**src/rtl/serial_addsub_pkg.sv**
```systemverilog
// Shared types and constants for the bit-serial add/subtract sequencer.
package serial_addsub_pkg;

  typedef enum logic [1:0] {
    IDLE = 2'd0,
    RUN  = 2'd1,
    DONE = 2'd2
  } ctrl_state_t;

  localparam logic MODE_ADD = 1'b1;
  localparam logic MODE_SUB = 1'b0;

endpackage

```
**src/rtl/fas.sv**
```systemverilog
// Full adder/subtractor cell: sum is shared by both modes, carry-out becomes
// the borrow of a-b-bin when a_ns is low (operand a is inverted for the majority).
module fas (
  input  logic a,
  input  logic b,
  input  logic cin,
  input  logic a_ns,
  output logic s,
  output logic cout
);

  logic a_eff;

  // a passes through when adding and is inverted when subtracting
  always_comb begin
    a_eff = ~(a ^ a_ns);
    s     = a ^ b ^ cin;
    cout  = (a_eff & b) | (a_eff & cin) | (b & cin);
  end

endmodule

```
**src/rtl/serial_addsub_ctrl.sv**
```systemverilog
// Bit-serial add/subtract sequencer: steps two N-bit operands LSB-first
// through one fas cell, one bit per clock, with the carry/borrow in a flop.
//
// state | meaning
// IDLE  | waiting for start; result/flags hold last operation
// RUN   | one operand bit per cycle through the fas cell
// DONE  | one-cycle completion pulse, result valid
module serial_addsub_ctrl
  import serial_addsub_pkg::*;
#(
  parameter int N = 8
) (
  input  logic         clk,
  input  logic         rst,
  input  logic         start,
  input  logic [N-1:0] a,
  input  logic [N-1:0] b,
  input  logic         a_ns,
  output logic         busy,
  output logic         done,
  output logic [N-1:0] result,
  output logic         cout_o,
  output logic         ovf
);

  localparam int CW = (N > 1) ? $clog2(N) : 1;

  ctrl_state_t   state, state_nx;
  logic [CW-1:0] cnt;
  logic [N-1:0]  sa, sb;
  logic          carry;
  logic          mode;
  logic          load;
  logic          last_bit;
  logic          s_bit, c_bit;

  fas u_fas (
    .a    (sa[0]),
    .b    (sb[0]),
    .cin  (carry),
    .a_ns (mode),
    .s    (s_bit),
    .cout (c_bit)
  );

  assign last_bit = (cnt == CW'(N - 1));
  assign busy     = (state == RUN);
  assign done     = (state == DONE);

  // State register
  always_ff @(posedge clk) begin
    if (rst) state <= IDLE;
    else     state <= state_nx;
  end

  // Next-state decode; load marks an accepted start
  always_comb begin
    state_nx = state;
    load     = 1'b0;
    case (state)
      IDLE: begin
        if (start) begin
          state_nx = RUN;
          load     = 1'b1;
        end
      end
      RUN:     if (last_bit) state_nx = DONE;
      DONE:    state_nx = IDLE;
      default: state_nx = IDLE;
    endcase
  end

  // Operand shift registers, carry flop, bit counter and result/flag capture
  always_ff @(posedge clk) begin
    if (rst) begin
      sa     <= '0;
      sb     <= '0;
      mode   <= 1'b0;
      carry  <= 1'b0;
      cnt    <= '0;
      result <= '0;
      cout_o <= 1'b0;
      ovf    <= 1'b0;
    end else if (load) begin
      sa     <= a;
      sb     <= b;
      mode   <= a_ns;
      carry  <= 1'b0;
      cnt    <= '0;
      result <= '0;
      cout_o <= 1'b0;
      ovf    <= 1'b0;
    end else if (state == RUN) begin
      sa     <= sa >> 1;
      sb     <= sb >> 1;
      result <= {s_bit, result[N-1:1]};
      carry  <= c_bit;
      cnt    <= cnt + 1'b1;
      if (last_bit) begin
        cout_o <= c_bit;
        // carry into the MSB versus carry out of it
        ovf    <= carry ^ c_bit;
      end
    end
  end

endmodule
```
**config.mk**
```make
export PLATFORM = sky130hd
export DESIGN_NAME = serial_addsub_ctrl
export DESIGN_NICKNAME = d
export VERILOG_FILES = /design/src/rtl/serial_addsub_pkg.sv /design/src/rtl/fas.sv /design/src/rtl/serial_addsub_ctrl.sv
export SDC_FILE = /design/constraint.sdc
export NUM_CORES = 1
export LEC_CHECK = 0
export CORE_AREA = 2 2 60 62
export DETAILED_ROUTE_END_ITERATION = 12
export DIE_AREA = 0 0 62 64
export MAX_ROUTING_LAYER = met4
export PLACE_DENSITY_LB_ADDON = 0.2
export SYNTH_ARGS = -nofsm -noshare
export SYNTH_HDL_FRONTEND = slang
export SYNTH_SLANG_ARGS = --single-unit
```
**constraint.sdc**
```tcl
create_clock -name clk -period 1.28 [get_ports clk]
set_clock_uncertainty 0.15 [all_clocks]
set_input_delay 0.256 -clock clk [delete_from_list [all_inputs] [get_ports clk]]
set_output_delay 0.256 -clock clk [all_outputs]
set_load 0.02 [all_outputs]
```
==> run summary, run 1 <==
The run finished, with violations left. The checks that failed: negative setup slack. The growth of design area from synthesis to finish was 67.1%. Ranked by total cell area, the synthesized netlist is headed by dfxtp_1 (49%), nand2_1 (11%), a21oi_1 (10%). The congestion estimate from routability-driven global placement came to 0.772. TritonCTS built the clock tree.

In this run, placement finished with an instance count of 244. The longest clock path from root to sink contains 2 buffers. The final core utilization is 69.0%, and the number of fill cells is 261.

Data arrives at the worst endpoint at 1540 ps. The warning count from the yosys run was 0; the number of nets produced by synthesis was 178. The run gives 3280 µm² as the core area. The worst register-to-register path begins at state[0].

The first global-routing pass estimated 5.23 mm of wire. After clock tree synthesis, the clock-pin slew on the worst setup and hold paths is 100 ps. For the final routed database, the setup TNS stands at -4740 ps. The worst register-to-register path has a depth of 5. The total overflow left after global routing is 0. Buffers inserted to repair hold after CTS numbered 0.

The tools report the netlist area before placement as 1360 µm². Largest area contributor in the netlist: dfxtp_1. The setup violation total in the final timing report was 35; the number of global-route vias before repair was 1264. Once detailed placement completed, the half-perimeter wirelength came to 2.21 mm. The class of the worst hold path was reg2reg.

Routed via count divided by cell count: 5.14. Mean instance size in the synthesized netlist: 8.69 µm². For the final total power, the log shows 2.23 mW.

For the slack of the critical path, the log shows -191 ps. For this run, the number of standard cells in the final layout without fillers is 265. The path with the worst hold slack has its endpoint at sa[5]. The proportion of netlist area held by the largest area contributor is 48.8%. For the starting density of the core, the log shows 41.3%. Number of nets in the layout: 240. Along the worst hold path, the cell count comes to 2. The count of buffers inserted at the top-level ports was 31. Of the cells placed in the final design, the portion with a size suffix greater than 1 is 46.1%. Of all nets on the critical path, the largest fanout is 5. The die covers 3970 µm².

Measured against its own limit, the worst slew margin works out to 76.8%. The number of antenna diodes in the final layout is 0. The tools report the remaining design rule violation count as 0.

Clock tree synthesis selected as its root buffer the cell clkbuf_4. The maximum achievable frequency is 0.680 GHz, and the height of the die is 64 µm. In this run the critical register-to-register path is captured at ovf. The critical path is of the reg2reg type. The H-tree was split into 2 levels. Power spread over the standard cell area amounts to 984 nW/µm².

In the global route stage, overall resource usage came out at 18.3%. In this run the remaining antenna-violating nets after routing total 0. The worst setup path is launched from a flip-flop. The final hold violation count came out at 0.

The start point of the worst min-delay path was sa[5]. The cell row count is 21, and the period utilization is 115%. In the final routed layout, each cell accounts on average for 14.8 µm. Final critical delay including setup and external delays: 1470 ps. For the setup slack on the worst flop-to-flop path, the log shows -190 ps.

The routed design has 3.91 mm of wire. The worst-case IR drop observed on VDD is 0.687 mV. The tools report the initial antenna violation count as 0.

The overall via count from detail_route came out at 1362. The maximum number of pins on one net before global-route repair was 28; the number of I/O pins was 32. Setup repair after global routing could not meet its margin everywhere. The unique cell type count in the Yosys netlist is 31. The first detailed-routing pass took 4 iterations. The tools report the CTS buffer count as 5. The number of flip-flops and latches in the synthesized netlist is 33, and the die width is 62 µm.

The number of sinks on the clock net came out at 33. Summed over all cells, the static leakage comes to 0.858 nW. Clock latency on the worst-skew pair, taken at its later pin, is 330 ps.

The endpoint required time on the critical path was 1350 ps. The run gives 0 as the final-report max-slew violation count. The nature of the critical path endpoint was a flip-flop. Smallest hold slack: 326 ps. At the pin with the least slew margin, the transition time is 345 ps. In the synthesized netlist, the number of instances is 156. The first routing iteration left 29 violations.

The tool flagged a number of max-cap violations equal to 0. The part of the Yosys area used for sequential elements was 48.8%.
## synth_stat cells (all sizes together)
cell and n:
a211oi 2, a21oi 28, a22oi 14, a31oi 1
and2b 1, and3b 1, buf 8, clkbuf 1
dfxtp 33, ha 2, inv 4, maj3 1
mux2i 1, nand2 38, nand2b 2, nand3 3
nor2 4, nor2b 2, nor3 1, nor3b 1
o21ba 1, o21bai 1, o31ai 1, or3 1
or3b 1, xnor2 2, xor2 1
## final cells by class
class	count	area (µm²)	share of cell area, %
clock buffer	7	65.1	2.87
clock inverter	1	5.00	0.221
inverter	4	17.5	0.773
multi-input combinational	110	795	35.1
sequential	33	672	29.7
tap	46	57.6	2.54
timing repair buffer	64	653	28.8
## through the flow
stage | setup WS (ps) | instance area [µm²]
finish | -191 | 2260
floorplan | -9.59 | 1390
global placement | -443 | 1870
CTS | -150 | 1990
detailed placement | -458 | 1870
global route | -218 | 2260
## how the worst max path moves through the flow
stage                     slack, ps  startpoint  cells past startpoint   endpoint
final                          -190    state[0]                      5        ovf
after detailed placement       -460       start                      5        ovf
after global placement         -440       start                      5     cout_o
after floorplan                 -10    state[1]                      4     cnt[0]
after global routing           -220    state[0]                      5  result[7]
after CTS                      -150    state[0]                      5        ovf
## report_power, final
group / leakage [nW] / internal, mW / switching (mW)
sequential: 0.272 / 1.07 / 0.0312
combinational: 0.544 / 0.258 / 0.212
clock: 0.0413 / 0.318 / 0.342
total: 0.858 / 1.64 / 0.585
## registers in the layout, summed over array words and instances (netlist names)
| register | count |
|---|---|
| ovf | 1 |
| state | 2 |
| cout_o | 1 |
| carry | 1 |
| mode | 1 |
| sa | 8 |
| sb | 8 |
| result | 8 |
| cnt | 3 |
## routing by layer
| layer | vias up | part of all wire, % | GRT usage [%] |
|---|---|---|---|
| met4 | 0 | 1.2 | 7.71 |
| met1 | 653 | 41 | 19.6 |
| met2 | 36 | 54 | 30.5 |
| met3 | 6 | 4.1 | 5.47 |
| met5 | - | 0 | - |
| li1 | 667 | - | - |
## logic make-up after synthesis
logic type,share of synthesized area (%)
and+or+nand+nor,18.8
AOI/OAI and AO/OA,21.5
DFF,48.8
buffers and inverters,4.99
xor gates and xnor gates,2.49
adders and majority gates,2.68
muxes,0.739
## worst max-delay path, cell delays in order, from the launching register on
cell,delay (ps)
dfxtp_2,350
buf_6,130
or3b_4,410
nand2b_4,150
buf_12,130
a211oi_1,50
## timing repair
action	4_1_cts	5_1_grt
endpoints found under the setup margin	44	44
setup buffers	2	6
pin swaps	1	20
cloned	1	4
resized for setup	69	46
## cell usage in the layout (no fill, tap or decap), types with 2 or more instances in the layout
cell and instances:
a21oi_1 13, a21oi_2 15, a22oi_1 5, a22oi_2 9, buf_12 3, buf_2 2
buf_4 27, buf_6 10, clkbuf_16 2, clkbuf_4 5, clkbuf_8 2, clkdlybuf4s50_1 19
dfxtp_1 26, dfxtp_2 6, inv_1 3, nand2_1 37, nand2b_4 2, nor2_1 3
nor2b_1 2, xnor2_1 2
Note: power is estimated with default switching activity, not from simulation.
==> run 2, diff against run 1 <==
--- a/config.mk
+++ b/config.mk
@@ -11,4 +11,5 @@
 export MAX_ROUTING_LAYER = met4
 export PLACE_DENSITY_LB_ADDON = 0.2
+export SETUP_SLACK_MARGIN = 0.05
 export SYNTH_ARGS = -nofsm -noshare
 export SYNTH_HDL_FRONTEND = slang
--- a/constraint.sdc
+++ b/constraint.sdc
@@ -3,3 +3,3 @@
 set_input_delay 0.256 -clock clk [delete_from_list [all_inputs] [get_ports clk]]
 set_output_delay 0.256 -clock clk [all_outputs]
-set_load 0.02 [all_outputs]
+set_load 0.05 [all_outputs]
==> run 2 against run 1 <==
  * The flow still finishes with violations (negative setup slack)
  * Hold slack got worse by 13 ps
  * Setup slack got worse by 28 ps
  * Die area did not move
  * Count of clock-buffer cells in the layout fell by 1
  * Global-route usage rose by 2.2 points
  * First-iteration DRC count rose by 62%
  * Largest cell class is now buffers
  * Register-to-register slack got worse by 20 ps
  * Highest routed layer unchanged
  * Design area rose by 0.72%
  * Routed wire length fell by 9.1%
==> run summary, run 2 (synthesis results as in run 1) <==
The flow ran to the end, but the final reports show violations. Failing checks: negative setup slack (unchanged). The power share of the clock group was 26.8% (was 29.6%); the detail-routed net length per standard cell was 13.6 µm (was 14.8 µm). The final critical delay including setup and external delays was 1500 ps (was 1470 ps). The die width is 62 µm (unchanged).

Remaining design rule violation count: 0 (unchanged). The clock input transition at the sequential cells of the worst setup and hold paths works out to 100 ps (about the same). Cell row count: 21 (unchanged).

The worst slew margin relative to its limit was 84.6% (was 76.8%). Setup repair after global routing could not meet its margin everywhere. The clock insertion delay at the later pin of the skew report was 340 ps (was 330 ps). The worst setup path category is reg2out (was reg2reg). The number of I/O pins was 32 (unchanged); the remaining global-route overflow was 0 (unchanged). The count of antenna-violating nets left after detailed routing is 0 (unchanged), and the reported max-cap violation count is 0 (unchanged).

The slew at the pin closest to its max-slew limit was 229 ps (was 345 ps). The setup violation total in the final timing report came out at 35 (unchanged). The routed via count divided by cell count works out to 5.04 (was 5.14). The logs give -460 ps (was -458 ps) for the worst setup slack before clock tree synthesis and 0.665 mV (was 0.687 mV) for the maximum vdd ir drop.

The run gives 237 (was 240) as the number of nets in the layout. The die area is 3970 µm² (unchanged), and the slack of the critical path is -219 ps (was -191 ps). For the switching power, the log shows 0.589 mW (was 0.585 mW).

The count of buffers inserted at the top-level ports works out to 31 (unchanged). The smallest hold slack came out at 313 ps (was 326 ps). The CTS buffer count is 5 (unchanged), and the final-report max-slew violation count is 0 (unchanged). The nature of the critical path endpoint is an output pin (was a flip-flop). The final hold violation count came out at 0 (unchanged). The run gives 1329 (was 1264) as the number of global-route vias before repair.

The run gives 2 (unchanged) as the number of levels in the clock H-tree. The run gives 3280 µm² (unchanged) as the core area. The launching element type of the critical path was a flip-flop (unchanged). The maximum achievable frequency is 0.667 GHz (was 0.680 GHz), and the period utilization is 117% (was 115%). Cell count of the worst reg-to-reg path: 5 (unchanged). Most frequent cells in the layout: nand2_1 (38), a21oi_1 (23), dfxtp_1 (21), clkdlybuf4s50_1 (19), buf_4 (18) (was nand2_1 (37), buf_4 (27), dfxtp_1 (26), clkdlybuf4s50_1 (19), a21oi_2 (15)). The initial antenna violation count is 0 (unchanged), and the maximum net fanout on the critical path is 4 (was 5). The height of the die was 64 µm (unchanged); the endpoint required time on the critical path was 870 ps (was 1350 ps).

The logs give 0 (unchanged) for the count of antenna diodes in the layout and 52.1% (was 49.3%) for the proportion of power drawn by flip-flops and latches. Share of total power in combinational logic: 21.1% (about the same). The number of sinks on the clock net came out at 33 (unchanged).

The switching part of the total was 28.0% (was 26.3%). The static leakage power was 0.857 nW (was 0.858 nW); the hold path depth was 2 (unchanged). The number of buffers between clock root and the deepest sink is 2 (unchanged). The number of instances in the placed design was 234 (was 244); the maximum number of pins on one net before global-route repair was 19 (was 28). The buffer cell driving the clock tree root was clkbuf_4 (unchanged). Most common library cell in the layout ignoring fill and taps: nand2_1 (unchanged). The combined global-route utilization of all metal layers is 20.5% (was 18.3%), and the first-pass iteration count of the detailed router is 4 (unchanged). The tools report the overall via count from detail_route as 1320 (was 1362). TritonCTS built the clock tree. The final total power is 2.11 mW (was 2.23 mW). The detailed-placement wirelength estimate is 2.14 mm (was 2.21 mm).

Fraction of final layout cells sized beyond drive strength 1: 38.9% (was 46.1%). The number of standard cells in the final layout excluding fillers is 262 (was 265), and the growth of design area from synthesis to finish is 68.3% (was 67.1%). The setup slack on the worst flop-to-flop path was -210 ps (was -190 ps); the DRC marker count from the first detailed-route iteration was 47 (was 29).

The final RePlAce weighted congestion came out at 0.852 (was 0.772). The class of the worst hold path was reg2reg (unchanged). The final wirelength is 3.55 mm (was 3.91 mm). Largest registers: result (8), sa (8), sb (8) (unchanged). The wire length of the first global-routing pass is 5.72 mm (was 5.23 mm). Power per standard cell area: 923 nW/µm² (was 984 nW/µm²). The tools report the critical path arrival as 1090 ps (was 1540 ps).

The tools report the total internal power as 1.52 mW (was 1.64 mW). The tools report the starting density of the core as 41.3% (unchanged).
==> run 2: cell types whose count changed in the layout (fill, tap and decap cells not counted), moves of 4 or more <==
cell | previous run | this run
buf_4 | 27 | 18
dfxtp_1 | 26 | 21
a21oi_2 | 15 | 5
buf_6 | 10 | 6
buf_12 | 3 | 15
dfxtp_2 | 6 | 10
a21oi_1 | 13 | 23
==> run 2: final cells by class <==
| class | instances | area (µm²) |
|---|---|---|
| clock buffer | 6 | 41.3 |
| inverter | 4 | 27.5 |
| sequential | 33 | 681 |
| multi-input combinational | 110 | 707 |
| tap | 46 | 57.6 |
| timing repair inverter | 1 | 8.76 |
| clock inverter | 2 | 10.0 |
| fill | 237 | 1000 |
| timing repair buffer | 60 | 748 |
==> run 2: critical path, cell delays in order, from the launching register on <==
cell and delay (ps):
dfxtp_4 370, nand2b_4 190, inv_12 70, buf_12 120
==> run 2: path summary, 6_finish.rpt <==
kind / from / to
worst max register to register: state[0] / ovf
worst min register to register: sb[2] / sb[2]
worst min-delay path: sb[2] / sb[2]
worst max-delay path: state[1] / busy
==> run 2: what timing repair did <==
item,in CTS,in global routing
hold buffers,0,0
pin swaps,3,5
cloned,3,0
endpoints found under the hold margin,0,0
resized for setup,20,6
buffers inserted,13,4
endpoints found under the setup margin,44,45
==> run 2: per-stage QoR <==
| step | util [%] | setup TNS (ps) | instance area (µm²) |
|---|---|---|---|
| 3_5_place_dp | 59.7 | -12260 | 1960 |
| 5_1_grt | 69.4 | -7360 | 2280 |
| 4_1_cts | 67.8 | -5050 | 2230 |
| 2_1_floorplan | - | -65.8 | 1460 |
| 3_3_place_gp | 59.7 | -11310 | 1960 |
| 6_report | 69.4 | -5190 | 2280 |
==> run 2: routing by layer <==
layer  routed length, µm  up-vias  track usage (%)
met5                   0        -                -
met4                  83        0             11.2
met3                 176       10             7.09
met2                1870       39             33.7
met1                1430      613             20.6
li1                    -      658                -
==> run 2: power groups by stage <==
| stage | Clock [mW] | Combinational, mW | Sequential [mW] |
|---|---|---|---|
| 6_report | 0.564 | 0.445 | 1.10 |
| 5_1_grt | 0.642 | 0.475 | 1.10 |
| 4_1_cts | 0.583 | 0.418 | 1.10 |
| 3_5_place_dp | 0 | 0.336 | 1.12 |
| 3_3_place_gp | 0 | 0.326 | 1.12 |
| 2_1_floorplan | 0 | 0.212 | 1.12 |
==> run 3, diff against run 2 <==
ABC_AREA = 0   (was default)
PLACE_DENSITY = 0.7   (was default)
PLACE_DENSITY_LB_ADDON = default   (was 0.2)
==> run 3 against run 2 <==
  * The run still ends with negative setup slack left
  * Largest cell class is now multi-input combinational cells
  * Register-to-register slack is essentially flat
  * Routed wire length shrank 1.6%
  * Non-clock buffer count grew 4
  * Sequential power is essentially flat
  * Combinational power grew 2%
  * Setup slack lost 6.1 ps
  * Hold slack lost 7.3 ps
  * Clock power grew 0.9%
==> run summary, run 3 (synthesis results as in run 1) <==
The run finished, with violations left. Failing checks: negative setup slack (unchanged). The growth of design area from synthesis to finish is 77.7% (was 68.3%), and the number of buffers between clock root and the deepest sink is 2 (unchanged).

The nature of the critical path endpoint is an output pin (unchanged). The remaining global-route overflow was 0 (unchanged). The reported max-cap violation count was 0 (unchanged).

The detail-routed net length per standard cell was 13.1 µm (was 13.6 µm). The fraction of final layout cells sized beyond drive strength 1 was 51.4% (was 38.9%). The placed standard-cell area is 1990 µm² (was 1960 µm²), and the die width is 62 µm (unchanged).

The count of buffers inserted at the top-level ports was 31 (unchanged). The number of global-route vias before repair was 1221 (was 1329); the maximum achievable frequency was 0.664 GHz (was 0.667 GHz). The period utilization is 118% (was 117%). The post-route cell area was 2410 µm² (was 2280 µm²). Setup repair after global routing could not meet its margin everywhere. Slowest cell on the critical path: dfxtp_4 (unchanged).

Largest registers: result (8), sa (8), sb (8) (unchanged). DRC marker count from the first detailed-route iteration: 33 (was 47). The class of the worst hold path was in2reg (was reg2reg). The routed via count divided by cell count was 5.08 (was 5.04); the setup slack on the worst flop-to-flop path was -200 ps (was -210 ps).

The tools report the combined global-route utilization of all metal layers as 18.2% (was 20.5%). The setup violation total in the final timing report came out at 35 (unchanged). For the number of sinks on the clock net, the log shows 33 (unchanged). The final critical delay including setup and external delays works out to 1510 ps (was 1500 ps).

The logs give 681 µm² (unchanged) for the sequential cell area and 1351 (was 1320) for the overall via count from detail_route. The clock input transition at the sequential cells of the worst setup and hold paths works out to 100 ps (about the same). The number of I/O pins was 32 (unchanged); the slew at the pin closest to its max-slew limit was 273 ps (was 229 ps). The final-report max-slew violation count is 0 (unchanged), and the number of instances in the placed design is 238 (was 234). TritonCTS built the clock tree. The cell row count is 21 (unchanged).

The run gives 241 (was 237) as the number of nets in the layout. The number of fill cells came out at 244 (was 237). The run gives 840 µm² (was 707 µm²) as the area occupied by multi-input gates. The worst slew margin relative to its limit is 81.8% (was 84.6%).

Slack of the critical path: -225 ps (was -219 ps). Most common library cell in the layout ignoring fill and taps: nand2_1 (unchanged). CP Cell Sequence: buf_6 -> nand2b_4 -> inv_12 -> buf_12 (was nand2b_4 -> inv_12 -> buf_12). The number of buffers inserted by hold repair at cts was 0 (unchanged); the maximum net fanout on the critical path was 3 (was 4). The height of the die was 64 µm (unchanged). For the final wirelength, the log shows 3.50 mm (was 3.55 mm). The tools report the starting density of the core as 41.3% (unchanged).

The initial antenna violation count was 0 (unchanged). The count of antenna diodes in the layout is 0 (unchanged), and the final hold violation count is 0 (unchanged). The critical path arrival is 1100 ps (was 1090 ps), and the wire length of the first global-routing pass is 5.22 mm (was 5.72 mm). For the remaining design rule violation count, the log shows 0 (unchanged).

The logs give 870 ps (about the same) for the endpoint required time on the critical path and 19 (unchanged) for the maximum number of pins on one net before global-route repair. The CTS buffer count is 5 (unchanged). The power per standard cell area was 881 nW/µm² (was 923 nW/µm²). Buffer cell driving the clock tree root: clkbuf_4 (unchanged).

The final RePlAce weighted congestion was 0.774 (was 0.852). The first-pass iteration count of the detailed router is 4 (unchanged), and the number of levels in the clock H-tree is 2 (unchanged). The maximum vdd ir drop was 0.632 mV (was 0.665 mV); the core area was 3280 µm² (unchanged). The static leakage power was 0.880 nW (was 0.857 nW).

The die area was 3970 µm² (unchanged); the clock insertion delay at the later pin of the skew report was 340 ps (about the same). The launching element type of the critical path is a flip-flop (unchanged). The highest cell delay on the worst timing path was 370 ps (about the same). The tools report the count of antenna-violating nets left after detailed routing as 0 (unchanged). Most frequent cells in the layout: nand2_1 (36), buf_4 (24), dfxtp_1 (21), clkdlybuf4s50_1 (19) (was nand2_1 (38), a21oi_1 (23), dfxtp_1 (21), clkdlybuf4s50_1 (19), buf_4 (18)). The worst setup path category is reg2out (unchanged). The number of standard cells in the final layout excluding fillers was 266 (was 262); the detailed-placement wirelength estimate was 2.10 mm (was 2.14 mm).
## run 3: changes by cell type in the layout (fill, tap and decap cells not counted), moves of 6 or more
cell     change
a21oi_1      -9
a21oi_2      +8
a22oi_1      -6
a22oi_2      +6
buf_4        +6
## run 3: final cells by class
class,count,share of cell area (%)
flip-flops and latches,33,28.3
inverters,4,1.14
well taps,46,2.39
multi-input cells,110,34.9
clock inverters,2,0.416
repair buffers,64,30.9
repair inverters,1,0.364
clock buffers,6,1.71
## run 3: power breakdown
group          internal, mW  switching, mW
clock                 0.209          0.360
combinational         0.240          0.215
sequential             1.07         0.0334
## run 3: timing repair
action / in CTS / in global routing
pin swaps: 7 / 12
setup endpoints to repair: 45 / 45
cloned: 2 / 1
resized for setup: 19 / 33
setup buffers: 10 / 7
## run 3: critical path: cells and delay by family, from the launching register on
kind | cells | cell delay (ps)
and+or+nand+nor | 1 | 100
DFF | 1 | 370
buffers and inverters | 3 | 290
## run 3: worst paths after layout
kind | start | endpoint | depth (start not counted)
max | state[0] | busy | 4
min reg2reg | sb[2] | sb[2] | 2
max reg2reg | state[0] | sa[5] | 6
min | b[7] | sb[7] | 3
## run 3: per-stage QoR
stage / power [mW] / setup TNS [ps] / utilization, % / setup WS, ps / hold slack [ps]
after CTS: 2.07 / -6170 / 66.4 / -230 / 293
after global placement: 1.46 / -11950 / 60.6 / -408 / 291
after floorplan: 1.33 / -65.8 / - / -8.75 / 242
after global routing: 2.21 / -7790 / 73.3 / -273 / 300
final: 2.12 / -6030 / 73.3 / -225 / 306
after detailed placement: 1.47 / -12690 / 60.6 / -431 / 301
## run 3: per-layer routing
metal | vias to the layer above | track usage, % | wire (µm)
met2 | 39 | 31.0 | 1860
li1 | 668 | - | -
met4 | 0 | 7.18 | 64
met1 | 635 | 19.1 | 1400
met5 | - | - | 0
met3 | 9 | 5.47 | 171
